===== config.mk =====
export PLATFORM = sky130hd
export DESIGN_NAME = ram_stream_reader
export DESIGN_NICKNAME = d
export VERILOG_FILES = /design/src/rtl/ram_stream_reader_pkg.sv /design/src/rtl/ram_stream_reader_fifo.sv /design/src/rtl/ram_stream_reader.sv
export SDC_FILE = /design/constraint.sdc
export NUM_CORES = 1
export LEC_CHECK = 0
export ABC_AREA = 1
export BUFFER_PORTS_ARGS = -buffer_cell sky130_fd_sc_hd__buf_4
export CORE_MARGIN = 10
export CORE_UTILIZATION = 30
export DETAILED_ROUTE_END_ITERATION = 8
export MAX_ROUTING_LAYER = met4
export SYNTH_ARGS = -nofsm -noshare
export SYNTH_HDL_FRONTEND = slang
export SYNTH_SLANG_ARGS = --single-unit

===== constraint.sdc =====
create_clock -name CK -period 2.7 [get_ports CK]
set_input_delay 0.405 -clock CK [delete_from_list [all_inputs] [get_ports CK]]
set_output_delay 0.405 -clock CK [all_outputs]
set_load 0.02 [all_outputs]

===== src/rtl/ram_stream_reader_pkg.sv =====
// Shared types and defaults for the RAM stream reader and its output FIFO.
package ram_stream_reader_pkg;

  localparam int DEFAULT_AW         = 16;
  localparam int DEFAULT_DW         = 24;
  localparam int DEFAULT_FIFO_DEPTH = 2;

  // Reader sequencing: IDLE waits for START, READ issues addresses, DRAIN
  // empties the pipeline, DONE pulses for one cycle.
  typedef enum logic [1:0] {
    ST_IDLE  = 2'd0,
    ST_READ  = 2'd1,
    ST_DRAIN = 2'd2,
    ST_DONE  = 2'd3
  } state_e;

  // Width of a FIFO occupancy counter able to hold 0..depth.
  function automatic int fifo_cw(input int depth);
    return $clog2(depth + 1);
  endfunction

endpackage : ram_stream_reader_pkg


===== src/rtl/ram_stream_reader_fifo.sv =====
// pix_fifo: small synchronous FIFO buffering RAM read data for the pixel stream.
// Push and pop may happen on the same edge; the count is then unchanged.
module pix_fifo
  import ram_stream_reader_pkg::*;
#(
  parameter int DEPTH = DEFAULT_FIFO_DEPTH,
  parameter int DW    = DEFAULT_DW
) (
  input  logic                        clk,
  input  logic                        rst_n,
  input  logic                        push,
  input  logic [DW-1:0]               push_data,
  input  logic                        pop,
  output logic [DW-1:0]               head,
  output logic [fifo_cw(DEPTH)-1:0]   count
);

  localparam int PW = (DEPTH > 1) ? $clog2(DEPTH) : 1;
  localparam int CW = fifo_cw(DEPTH);

  logic [DW-1:0] mem_q [DEPTH];
  logic [PW-1:0] wr_ptr_q, wr_ptr_d;
  logic [PW-1:0] rd_ptr_q, rd_ptr_d;
  logic [CW-1:0] cnt_q, cnt_d;

  // Advance a pointer with explicit wrap so non-power-of-two depths work.
  function automatic logic [PW-1:0] ptr_inc(input logic [PW-1:0] ptr);
    return (ptr == PW'(DEPTH - 1)) ? '0 : ptr + PW'(1);
  endfunction

  // Next-state pointers and occupancy.
  always_comb begin
    // NOTE: every variable gets a default first so no path leaves it unassigned (no latch).
    wr_ptr_d = wr_ptr_q;
    rd_ptr_d = rd_ptr_q;
    cnt_d    = cnt_q;
    if (push) wr_ptr_d = ptr_inc(wr_ptr_q);
    if (pop)  rd_ptr_d = ptr_inc(rd_ptr_q);
    if (push && !pop)      cnt_d = cnt_q + CW'(1);
    else if (!push && pop) cnt_d = cnt_q - CW'(1);
  end

  // Pointer and count registers.
  always_ff @(posedge clk or negedge rst_n) begin
    // NOTE: sequential state uses non-blocking assignments so all flops update together.
    if (!rst_n) begin
      wr_ptr_q <= '0;
      rd_ptr_q <= '0;
      cnt_q    <= '0;
    end else begin
      wr_ptr_q <= wr_ptr_d;
      rd_ptr_q <= rd_ptr_d;
      cnt_q    <= cnt_d;
    end
  end

  // Storage write port.
  // NOTE: the data array has no reset; contents are only read once the count says they are valid.
  always_ff @(posedge clk) begin
    if (push) mem_q[wr_ptr_q] <= push_data;
  end

  assign head  = mem_q[rd_ptr_q];
  assign count = cnt_q;

endmodule : pix_fifo


===== src/rtl/ram_stream_reader.sv =====
// ram_stream_reader: reads LEN consecutive words starting at BASE_ADDR from a
// single-port RAM with one-cycle registered-address latency and presents them
// as a valid/ready pixel stream. A two-entry FIFO hides the RAM latency so the
// stream sustains one beat per cycle while PIX_READY stays high.
module ram_stream_reader
  import ram_stream_reader_pkg::*;
#(
  parameter int AW         = DEFAULT_AW,
  parameter int DW         = DEFAULT_DW,
  parameter int FIFO_DEPTH = DEFAULT_FIFO_DEPTH
) (
  input  logic          CK,
  input  logic          RST_N,
  input  logic          START,
  input  logic [AW-1:0] BASE_ADDR,
  input  logic [AW:0]   LEN,
  output logic [AW-1:0] A,
  output logic          WE,
  output logic          OE,
  output logic [DW-1:0] D,
  input  logic [DW-1:0] Q,
  output logic [DW-1:0] PIX_DATA,
  output logic          PIX_VALID,
  input  logic          PIX_READY,
  output logic          PIX_LAST,
  output logic          BUSY,
  output logic          DONE
);

  localparam int CW = fifo_cw(FIFO_DEPTH);

  state_e        state_q, state_d;
  logic [AW-1:0] a_q, a_d;
  logic          inflight_q, inflight_d;
  logic [AW:0]   remaining_q, remaining_d;
  logic [AW:0]   len_q, len_d;
  logic [AW:0]   beat_cnt_q, beat_cnt_d;
  logic          oe_q, oe_d;
  logic          busy_q, busy_d;
  logic          done_q, done_d;

  logic [CW-1:0] fifo_cnt;
  logic [CW:0]   occupancy;
  logic          pop;
  logic          issue;

  // Words held or already requested, net of the beat leaving this cycle.
  // A new read is issued only if its data is guaranteed a FIFO slot.
  assign pop       = PIX_VALID & PIX_READY;
  assign occupancy = (CW+1)'(fifo_cnt) + (CW+1)'(inflight_q) - (CW+1)'(pop);

  // Next-state logic for the sequencer, address generator and counters.
  always_comb begin
    state_d     = state_q;
    a_d         = a_q;
    inflight_d  = 1'b0;
    remaining_d = remaining_q;
    len_d       = len_q;
    beat_cnt_d  = beat_cnt_q;
    issue       = 1'b0;

    if (pop) beat_cnt_d = beat_cnt_q + (AW+1)'(1);

    unique case (state_q)
      ST_IDLE: begin
        if (START) begin
          len_d       = LEN;
          remaining_d = LEN;
          beat_cnt_d  = '0;
          a_d         = BASE_ADDR;
          state_d     = (LEN == '0) ? ST_DONE : ST_READ;
        end
      end
      ST_READ: begin
        issue = (occupancy < (CW+1)'(FIFO_DEPTH)) && (remaining_q != '0);
        if (issue) begin
          inflight_d  = 1'b1;
          a_d         = a_q + AW'(1);
          remaining_d = remaining_q - (AW+1)'(1);
          if (remaining_q == (AW+1)'(1)) state_d = ST_DRAIN;
        end
      end
      ST_DRAIN: begin
        // Finish on the edge where the last buffered word leaves and nothing is arriving.
        if (!inflight_q && (fifo_cnt == CW'(pop))) state_d = ST_DONE;
      end
      ST_DONE: begin
        state_d = ST_IDLE;
      end
      default: state_d = ST_IDLE;
    endcase

    oe_d   = (state_d == ST_READ) || (state_d == ST_DRAIN);
    busy_d = (state_d != ST_IDLE);
    done_d = (state_d == ST_DONE);
  end

  // Sequencer state, address, counters and registered control outputs.
  always_ff @(posedge CK or negedge RST_N) begin
    if (!RST_N) begin
      state_q     <= ST_IDLE;
      a_q         <= '0;
      inflight_q  <= 1'b0;
      remaining_q <= '0;
      len_q       <= '0;
      beat_cnt_q  <= '0;
      oe_q        <= 1'b0;
      busy_q      <= 1'b0;
      done_q      <= 1'b0;
    end else begin
      state_q     <= state_d;
      a_q         <= a_d;
      inflight_q  <= inflight_d;
      remaining_q <= remaining_d;
      len_q       <= len_d;
      beat_cnt_q  <= beat_cnt_d;
      oe_q        <= oe_d;
      busy_q      <= busy_d;
      done_q      <= done_d;
    end
  end

  // Read data arrives one cycle after its address was latched; capture it then.
  pix_fifo #(
    .DEPTH (FIFO_DEPTH),
    .DW    (DW)
  ) u_fifo (
    .clk       (CK),
    .rst_n     (RST_N),
    .push      (inflight_q),
    .push_data (Q),
    .pop       (pop),
    .head      (PIX_DATA),
    .count     (fifo_cnt)
  );

  assign A         = a_q;
  assign OE        = oe_q;
  assign WE        = 1'b0;
  assign D         = '0;
  assign BUSY      = busy_q;
  assign DONE      = done_q;
  assign PIX_VALID = (fifo_cnt != '0);
  assign PIX_LAST  = PIX_VALID && (beat_cnt_q == (len_q - (AW+1)'(1)));

endmodule : ram_stream_reader

Word-level counts from Yosys, hierarchy flattened
Memory sizes are Yosys's and may differ from the RTL's.
Cells that the tools add are included.
{"block": "op_classes", "n_addsub": 10, "bitwise": 1, "n_reduce_logical": 17, "n_lt_le_gt_ge": 1, "n_eq_ne": 11, "mux": 23}
{"op": "2-to-1 mux 17 bit", "n": 5}
{"op": "one-hot mux 17 bit (2 select lines)", "n": 1}
{"op": "subtractor 17 x 1 -> 17 bit (second input constant)", "n": 2}
{"op": "2-to-1 mux 16 bit", "n": 2}
{"op": "one-hot mux 16 bit (2 select lines)", "n": 1}
{"op": "adder 17 x 1 -> 17 bit (second input constant)", "n": 1}
{"op": "equality test 17 x 1 -> 1 bit (second input constant)", "n": 1}
{"op": "equality test 17 bit", "n": 1}
{"op": "zero test 17 bit", "n": 1}
{"op": "nonzero test 17 bit", "n": 1}
{"op": "adder 16 x 1 -> 16 bit (second input constant)", "n": 1}
{"op": "2-to-1 mux 2 bit", "n": 7}
{"op": "equality test 2 bit (second input constant)", "n": 4}
{"op": "one-hot mux 2 bit (4 select lines)", "n": 1}
{"op": "nonzero test 2 bit", "n": 4}
{"op": "2-to-1 mux 1 bit", "n": 6}
{"op": "logical AND 1 bit", "n": 5}
{"op": "equality test 2 x 1 -> 1 bit (second input constant)", "n": 2}
{"op": "!= test 2 bit (second input constant)", "n": 2}
{"op": "adder 2 x 1 -> 3 bit", "n": 1}
{"op": "< comparator 3 x 2 -> 1 bit (second input constant)", "n": 1}
{"op": "AND reduction 3 bit", "n": 1}
{"op": "subtractor 3 x 1 -> 3 bit", "n": 1}
{"op": "adder 1 bit (second input constant)", "n": 2}
{"op": "other kinds (8)", "n": 9}
{"block": "totals", "n_memories": 1, "register_bits": 77, "input_bits": 61, "wordCells": 76, "ram_bits": 48, "out_inout_bits": 70}
{"memory": "u_fifo.mem_q", "depth": 2, "width": 24, "read_ports": 1, "rd_clocked_by_memory_dff": 0, "wr": 1, "line": "ram_stream_reader_fifo.sv:21", "source": "logic [DW-1:0] mem_q [DEPTH];"}

Depth between registers and ports, before layout
Gate-level depths: netlist of run 1.
{"block": "logic_depth", "depth_word": 9, "ltp_mapped": 16}

Hierarchy
Synthesis of run 1 repeated with hierarchy kept, for this count alone.
{"block": "unflattened", "hier_cells": 869, "hier_area_um2": 7160.6}
{"module": "ram_stream_reader", "instances": 1, "cells_each": 771, "area_each_um2": 5127.4}
{"module": "pix_fifo", "instances": 1, "cells_each": 98, "area_each_um2": 2033.2}

Worst setup path after synthesis of run 1
Ideal clock, no wire load.
{"block": "synth_path", "path_type": "flip-flop to flip-flop", "start": "register u_fifo.cnt_q[1] (netlist: u_fifo.count[1])", "end": "register oe_q (netlist: OE)", "setup_slack_ns": 0.316, "synth_period_minus_slack_ns": 2.384, "arrival_ns": 2.258, "stages_incl_launch_ff": 16, "path_cell_list": "dfrtp_1 > inv_1 > nand2_4 > nand2_4 > inv_1 > nand2_1 > a21oi_1 > fa_1 > xnor2_1 > nor2_1 > nand2_1 > inv_1 > nand3_1 > nand2_1 > inv_1 > ha_1"}
{"block": "synth_via", "elab_chain_cells": 9, "word_cells_on_any_way": 14}
{"element": "from (decl)", "line": "ram_stream_reader_fifo.sv:24", "source": "logic [CW-1:0] cnt_q, cnt_d;"}
{"element": "from (signal assigned)", "line": "ram_stream_reader_fifo.sv:53", "source": "cnt_q <= cnt_d;"}
{"element": "nonzero test 2 bit *", "line": "ram_stream_reader.sv:143", "source": "assign PIX_VALID = (fifo_cnt != '0);"}
{"element": "net PIX_VALID", "line": "ram_stream_reader.sv:23", "source": "output logic PIX_VALID,"}
{"element": "AND 1 bit *", "line": "ram_stream_reader.sv:49", "source": "assign pop = PIX_VALID & PIX_READY;"}
{"element": "subtractor 3 x 1 -> 3 bit", "line": "ram_stream_reader.sv:50", "source": "assign occupancy = (CW+1)'(fifo_cnt) + (CW+1)'(inflight_q) - (CW+1)'(pop);"}
{"element": "< comparator 3 x 2 -> 1 bit", "line": "ram_stream_reader.sv:75", "source": "issue = (occupancy < (CW+1)'(FIFO_DEPTH)) && (remaining_q != '0);"}
{"element": "logical AND 1 bit", "line": "ram_stream_reader.sv:75"}
{"element": "2-to-1 mux 2 bit", "line": "ram_stream_reader.sv:76", "source": "if (issue) begin"}
{"element": "one-hot mux 2 bit (4 select lines) *", "line": "ram_stream_reader.sv:64", "source": "unique case (state_q)"}
{"element": "net state_d[1]", "line": "ram_stream_reader.sv:32", "source": "state_e state_q, state_d;"}
{"element": "equality test 2 x 1 -> 1 bit / equality test 2 bit (equally long branches)", "line": "ram_stream_reader.sv:93", "source": "oe_d = (state_d == ST_READ) || (state_d == ST_DRAIN);"}
{"element": "logical OR 1 bit *", "line": "ram_stream_reader.sv:93"}
{"element": "net oe_d", "line": "ram_stream_reader.sv:38", "source": "logic oe_q, oe_d;"}
{"element": "to (signal assigned)", "line": "ram_stream_reader.sv:107", "source": "oe_q <= 1'b0;"}
{"element": "to (signal assigned)", "line": "ram_stream_reader.sv:117", "source": "oe_q <= oe_d;"}
{"element": "to (decl)", "line": "ram_stream_reader.sv:38"}
The timed path passes the listed nets; every way through them passes the cells marked *.
A chain may end at the register's enable or synchronous reset.

Final worst setup path of run 1
{"block": "layout_path", "start": "register len_q[1]", "end": "output port PIX_LAST"}
{"block": "layout_via", "elab_chain_cells": 3}
{"element": "from (decl)", "line": "ram_stream_reader.sv:36", "source": "logic [AW:0] len_q, len_d;"}
{"element": "from (signal assigned)", "line": "ram_stream_reader.sv:115", "source": "len_q <= len_d;"}
{"element": "subtractor 17 x 1 -> 17 bit", "line": "ram_stream_reader.sv:144", "source": "assign PIX_LAST = PIX_VALID && (beat_cnt_q == (len_q - (AW+1)'(1)));"}
{"element": "equality test 17 bit", "line": "ram_stream_reader.sv:144"}
{"element": "logical AND 1 bit", "line": "ram_stream_reader.sv:144"}
{"element": "to (decl)", "line": "ram_stream_reader.sv:25", "source": "output logic PIX_LAST,"}
No other way between the ends.

==> flow_summary.json, run 1 <==
{
  "hold_viol": 0,
  "syn_to_final_growth_pct": 24.9,
  "track_usage_pct": 12.4,
  "nFillCells": 2476,
  "rows": 56,
  "required_ns": 2.30,
  "drv_slew": 0,
  "clock_latency_ns": 0.42,
  "viasPerCell": 4.44,
  "min_period_ns": 2.51,
  "synth_cell_types": 40,
  "hpwl_um": 13400,
  "antenna_found_initial": 0,
  "met1_length_um": 8440,
  "maxCapViolations": 0,
  "post-route-period-util_pct": 92.9,
  "status": "completed",
  "crit_path_frequent_cell": "nand2_1",
  "synth_fa_ha_area_share_pct": 1.87,
  "yosys_warnings": 0,
  "vdd_drop_max_mv": 0.487,
  "grt-ovfl-total": 0,
  "final_nets": 1092,
  "wl_met3_um": 911,
  "synth.area.mux_share_pct": 0,
  "path_class": "flop to output port",
  "maxSlewHeadroom_pct": 49.0,
  "drt_first_iter_violations": 401,
  "cp_max_fo": 4,
  "clk_pin_slew_ns": 0.06,
  "clock-skew-final_ns": 0.0111,
  "wl_per_cell_um": 13.5,
  "syn_avg_cell_area_um2": 7.79,
  "cp_cell_sequence": "inv_2, ha_4, nand2_1, nor2_2, nand2_2, nor2_4, nand2_1, nand2_1, nand2_1, nor2_1, nand3_1, nor2_1, buf_4",
  "dr_wl_met2_um": 8730,
  "drt_first_pass_iters": 5,
  "clk_path_buf_depth": 2,
  "n_antenna_cell": 0,
  "setup.worst_path.start_class": "flop",
  "hp-class": "primary input to flop",
  "dp_cells": 1318,
  "synth_top_family_by_area": "simple AND/OR/NAND/NOR gates",
  "wl_um": 18300,
  "routabilityCongestion": 0.846,
  "final_layout_size_suffix_gt1_share_pct": 18.1,
  "initial_utilization_pct": 30.3,
  "max_freq_ghz": 0.398,
  "coreArea_um2": 23400,
  "io_buffers": 105,
  "synth_compound_area_share_pct": 7.13,
  "synth_simple_gate_area_share_pct": 30.2,
  "final_util_pct": 37.9,
  "p_leak_uw": 0.00422,
  "drc": 0,
  "mappedNetlistArea_um2": 7090,
  "tns_ns": 0,
  "grt_pass1_wl_um": 29800,
  "cpPeakStageDelay_ns": 0.43,
  "cts.sinks": 125,
  "ctsRootBufferMaster": "clkbuf_16",
  "stdcell_count": 1353,
  "die_height_um": 174,
  "seq_area_frac_synth_pct": 47.5,
  "routed.top_layer": "met4",
  "endpoint_kind": "output port",
  "rsz0062_at_grt": "no",
  "cts_buffers": 17,
  "die-area_um2": 30200,
  "htree_levels": 4,
  "grt_pass1_vias": 5858,
  "io_pins": 131,
  "power_density_nw_per_um2": 1180,
  "worst_slew_pin_slew_ns": 0.761,
  "antenna_left": 0,
  "synthXorXnorAreaFrac_pct": 3.65,
  "synthCells": 911,
  "die_w_um": 174,
  "setup_violations": 0,
  "grt_max_degree": 49,
  "via_count": 6007,
  "slowest_stage": "dfrtp_1",
  "tritoncts": "built",
  "ys_seq_elements": 125,
  "cp.arrival_ns": 2.10
}
-- path summary, 6_finish.rpt --
path,from,end,slack (ns),depth (start not counted)
worst max-delay path,len_q[1]$_DFFE_PN0P_,PIX_LAST,0.19,13
worst min register to register,len_q[16]$_DFFE_PN0P_,len_q[16]$_DFFE_PN0P_,0.51,2
max in group asynchronous,RST_N,BUSY$_DFF_PN0_,1.58,3
min in group asynchronous,RST_N,remaining_q[11]$_DFFE_PN0P_,0.50,2
worst min-delay path,Q[17],u_fifo.mem_q[0][17]$_DFFE_PP_,0.17,1
worst max register to register,u_fifo.count[0]$_DFFE_PN0P_,OE$_DFF_PN0_,0.22,14
-- registers in the layout, indices dropped and copies added (netlist names) --
signal and count:
DONE 1, u_fifo.count 2, u_fifo.mem_q 48, OE 1, BUSY 1, beat_cnt_q 17
state_q 2, u_fifo.rd_ptr_q 1, remaining_q 17, len_q 17, u_fifo.wr_ptr_q 1, A 16
inflight_q 1
-- final cells by class --
class / instances / area [µm²] / area share (%)
well taps: 319 / 399 / 4.51
flip-flops and latches: 125 / 3370 / 38.0
clock inverters: 15 / 209 / 2.36
clock buffers: 17 / 425 / 4.80
repair buffers: 117 / 918 / 10.4
multi-input cells: 667 / 3180 / 35.9
inverters: 93 / 354 / 4.00
-- power breakdown --
group	leakage [µW]	total (µW)	switching [µW]	internal, µW
registers	0.00141	3230	607	2620
logic	0.00250	4750	2970	1780
clock network	0.000303	2460	898	1560
total	0.00422	10400	4480	5950
-- cells in the final DEF (no fill, tap or decap), types with 16 or more instances in the layout --
cell type,synthesis,final
nor3_1,18,18
dfrtp_1,77,77
inv_1,89,86
clkbuf_16,0,17
conb_1,1,25
a21oi_1,16,16
edfxtp_1,48,48
xor2_1,19,19
buf_4,25,113
o21ai_0,51,51
nand3_1,58,58
nand2_1,314,313
nor2_1,86,80
-- metal layers --
layer  track usage (%)  vias to the layer above
li1                  -                     3081
met3              3.05                       16
met5                 -                        -
met4              3.88                        0
met2              19.7                      134
met1              15.2                     2776
-- what timing repair did --
action / in CTS / in global routing
cloned: 0 / 0
buffers inserted: 2 / 0
pin swaps: 1 / 0
gates resized for setup: 4 / 10
hold endpoints to repair: 34 / 0
setup endpoints to repair: 1 / 23
hold buffers: 1 / 0
-- per-stage QoR --
step / hold WS (ns) / power, µW / setup WS [ns] / area [µm²]
after global placement: 0.409 / 7840 / 0.252 / 8150
after detailed placement: 0.411 / 7930 / 0.154 / 8150
final: 0.174 / 10400 / 0.191 / 8860
after global routing: 0.154 / 11300 / 0.00380 / 8860
after CTS: 0.152 / 10500 / 0.0402 / 8820
after floorplan: 0.109 / 6540 / 0.316 / 7180
-- worst max-delay path: cells and delay by family (launching register included) --
| kind | cells | cell delay [ns] |
|---|---|---|
| flip-flops | 1 | 0.43 |
| adder cells (fa/ha/maj) | 1 | 0.14 |
| buffers and inverters | 2 | 0.24 |
| AND/OR/NAND/NOR | 10 | 0.89 |
-- synth_stat cells --
| cell | instances | area (µm²) |
|---|---|---|
| fa_1 | 1 | 20.0 |
| nand2_4 | 3 | 33.8 |
| nor2_2 | 5 | 31.3 |
| or2_2 | 5 | 31.3 |
| inv_1 | 89 | 334 |
| nand3_2 | 1 | 10.0 |
| nand2_1 | 314 | 1180 |
| o21ai_1 | 13 | 65.1 |
| nand3b_1 | 2 | 15.0 |
| nor2_4 | 1 | 11.3 |
| nand3_1 | 58 | 290 |
| dfrtp_1 | 77 | 1930 |
| a22oi_1 | 1 | 7.51 |
| buf_2 | 5 | 25.0 |
| xnor2_1 | 8 | 70.1 |
| inv_2 | 2 | 7.51 |
| nor3_4 | 1 | 16.3 |
| a31oi_1 | 2 | 12.5 |
| o21ai_0 | 51 | 255 |
| buf_4 | 25 | 188 |
| clkinv_1 | 1 | 3.75 |
| o31ai_1 | 1 | 7.51 |
| xnor3_1 | 1 | 22.5 |
| a21oi_1 | 16 | 80.1 |
| xor2_1 | 19 | 166 |
| nor3_2 | 2 | 20.0 |
| buf_6 | 5 | 56.3 |
| nor2_1 | 86 | 323 |
| nor3_1 | 18 | 90.1 |
| conb_1 | 1 | 3.75 |
| o21a_1 | 1 | 7.51 |
| ha_1 | 9 | 113 |
| nor4_1 | 2 | 12.5 |
| clkbuf_1 | 15 | 56.3 |
| nand2b_1 | 1 | 6.26 |
| clkinv_4 | 1 | 8.76 |
| edfxtp_1 | 48 | 1440 |
| o21ai_2 | 8 | 70.1 |
| and3_1 | 1 | 6.26 |
| nand4_1 | 11 | 68.8 |
-- cell families after synthesis --
kind of cell	after synthesis
AOI/OAI and AO/OA	93
xor gates and xnor gates	28
adders and majority gates	10
buffers and inverters	143
DFF	125
other	1
and+or+nand+nor	511
No activity file was read; power rests on OpenSTA's default activity.
==> run 2: changes to the inputs <==
CORE_UTILIZATION = 40   (was 30)
==> flow_summary.json, run 2 (synthesis gave the netlist of run 1 again) <==
{
  "status": "finished with violations",
  "violations": "hold timing",
  "die-area_um2": 23500,
  "setup_violations": 0,
  "final_util_pct": 49.9,
  "cp_max_fo": 4,
  "via_count": 5912,
  "post-route-period-util_pct": 91.1,
  "n_antenna_cell": 0,
  "io_pins": 131,
  "antenna_left": 0,
  "htree_levels": 4,
  "wl_um": 17600,
  "die_w_um": 153,
  "hpwl_um": 13000,
  "hp-class": "primary input to asynchronous set/reset pin",
  "vdd_drop_max_mv": 0.575,
  "holdWs_ns": -0.000839,
  "grt-ovfl-total": 0,
  "maxCapViolations": 0,
  "cts.sinks": 125,
  "clk_pin_slew_ns": 0.06,
  "worst_slew_pin_slew_ns": 0.760,
  "final_layout_size_suffix_gt1_share_pct": 18.4,
  "path_class": "flop to output port",
  "min_period_ns": 2.46,
  "final_nets": 1091,
  "cp_cell_sequence": "inv_2, ha_4, nand2_1, nor2_2, nand2_2, nor2_4, nand2_1, nand2_1, nand2_1, nor2_1, nand3_1, nor2_1, buf_4",
  "power_density_nw_per_um2": 1160,
  "clock-skew-final_ns": 0.00769,
  "coreArea_um2": 17400,
  "initial_utilization_pct": 40.9,
  "grt_pass1_wl_um": 28800,
  "nFillCells": 1706,
  "path_buf_inv": 2,
  "grt_pass1_vias": 5723,
  "hold_viol": 1,
  "wl_per_cell_um": 14.0,
  "stdcell_count": 1258,
  "clk_path_buf_depth": 2,
  "ctsRootBufferMaster": "clkbuf_16",
  "layout.area.seq_um2": 3370,
  "setup.worst_path.start_class": "flop",
  "cp_top_family": "simple AND/OR/NAND/NOR gates",
  "grt_max_degree": 49,
  "p_leak_uw": 0.00417,
  "endpoint_kind": "output port",
  "top_register": "u_fifo.mem_q",
  "cpPeakStageDelay_ns": 0.38,
  "maxSlewHeadroom_pct": 49.0,
  "drt_first_iter_violations": 347,
  "max_freq_ghz": 0.406,
  "crit_path_frequent_cell": "nand2_1",
  "cts_buffers": 17,
  "drc": 0,
  "routabilityCongestion": 0.870,
  "rows": 48,
  "largest_reg_flops": 48,
  "cp.arrival_ns": 2.06,
  "required_ns": 2.30,
  "tritoncts": "built",
  "drv_slew": 0,
  "antenna_found_initial": 0,
  "io_buffers": 105,
  "dp_cells": 1225,
  "multi_input_area_um2": 3190,
  "die_height_um": 153,
  "dpl_cell_area_um2": 8040,
  "viasPerCell": 4.70,
  "syn_to_final_growth_pct": 22.0,
  "setup_slack_ns": 0.239,
  "final_cell_mix": "nand2_1 (312), buf_4 (113), inv_1 (86)",
  "slowest_stage": "dfrtp_1",
  "drt_first_pass_iters": 5,
  "clock_latency_ns": 0.42,
  "track_usage_pct": 15.3,
  "layout_commonest_cell": "nand2_1",
  "design_area_um2": 8650,
  "place_ws_ns": 0.231
}
==> run 2: cell types whose count changed in the layout (fill, tap and decap cells not counted), sizes merged <==
| cell | delta |
|---|---|
| dlygate4sd3 | -1 |
| clkbuf | +2 |
| inv | -3 |
| bufinv | -3 |
| clkinv | +4 |
==> run 2: final timing paths <==
path                            depth (start not counted)  slack [ns]                       endpoint                         from
max in group asynchronous                               2        2.11        beat_cnt_q[5]$_DFF_PN0_                        RST_N
min in group CK                                         1        0.17  u_fifo.mem_q[1][20]$_DFFE_PP_                        Q[20]
worst max register to register                         14        0.28                   OE$_DFF_PN0_  u_fifo.count[0]$_DFFE_PN0P_
worst min register to register                          1        0.50    u_fifo.wr_ptr_q$_DFFE_PN0P_  u_fifo.wr_ptr_q$_DFFE_PN0P_
worst min-delay path                                    1     -0.0008    remaining_q[13]$_DFFE_PN0P_                        RST_N
worst max-delay path                                   13        0.24                       PIX_LAST         len_q[0]$_DFFE_PN0P_
==> run 2: per-stage QoR <==
stage               TNS (ns)  power (µW)
finish                     0       10100
global route         -0.0119       11000
CTS                        0       10100
detailed placement         0        7910
global placement           0        7860
floorplan                  0        6540
==> run 2: area by class of cell <==
type	instances	area share, %
Clock buffer	19	5.00
Timing Repair Buffer	116	10.5
Sequential cell	125	38.9
Tap cell	225	3.25
Inverter	93	4.09
Multi-Input combinational cell	667	36.9
Clock inverter	13	1.36
==> run 2: repair_timing <==
item                                    4_1_cts  5_1_grt
endpoints found under the setup margin        1        2
gates resized for setup                       1       17
endpoints found under the hold margin         0        0
hold buffers                                  0        0
pin swaps                                     0        4
setup buffers                                 0        1
==> run 2: power by group <==
part           switching, µW  internal (µW)  total [µW]
registers                596           2620        3210
logic                   2950           1770        4720
clock network            859           1270        2130
==> run 2: metal layers <==
layer	part of all wire, %	wire length (µm)	GRT usage [%]	up-vias
met4	0.80	140	4.18	0
li1	-	-	-	3083
met1	48	8400	19.5	2685
met2	47	8270	23.7	133
met3	4.5	796	3.87	11
met5	0	0	-	-
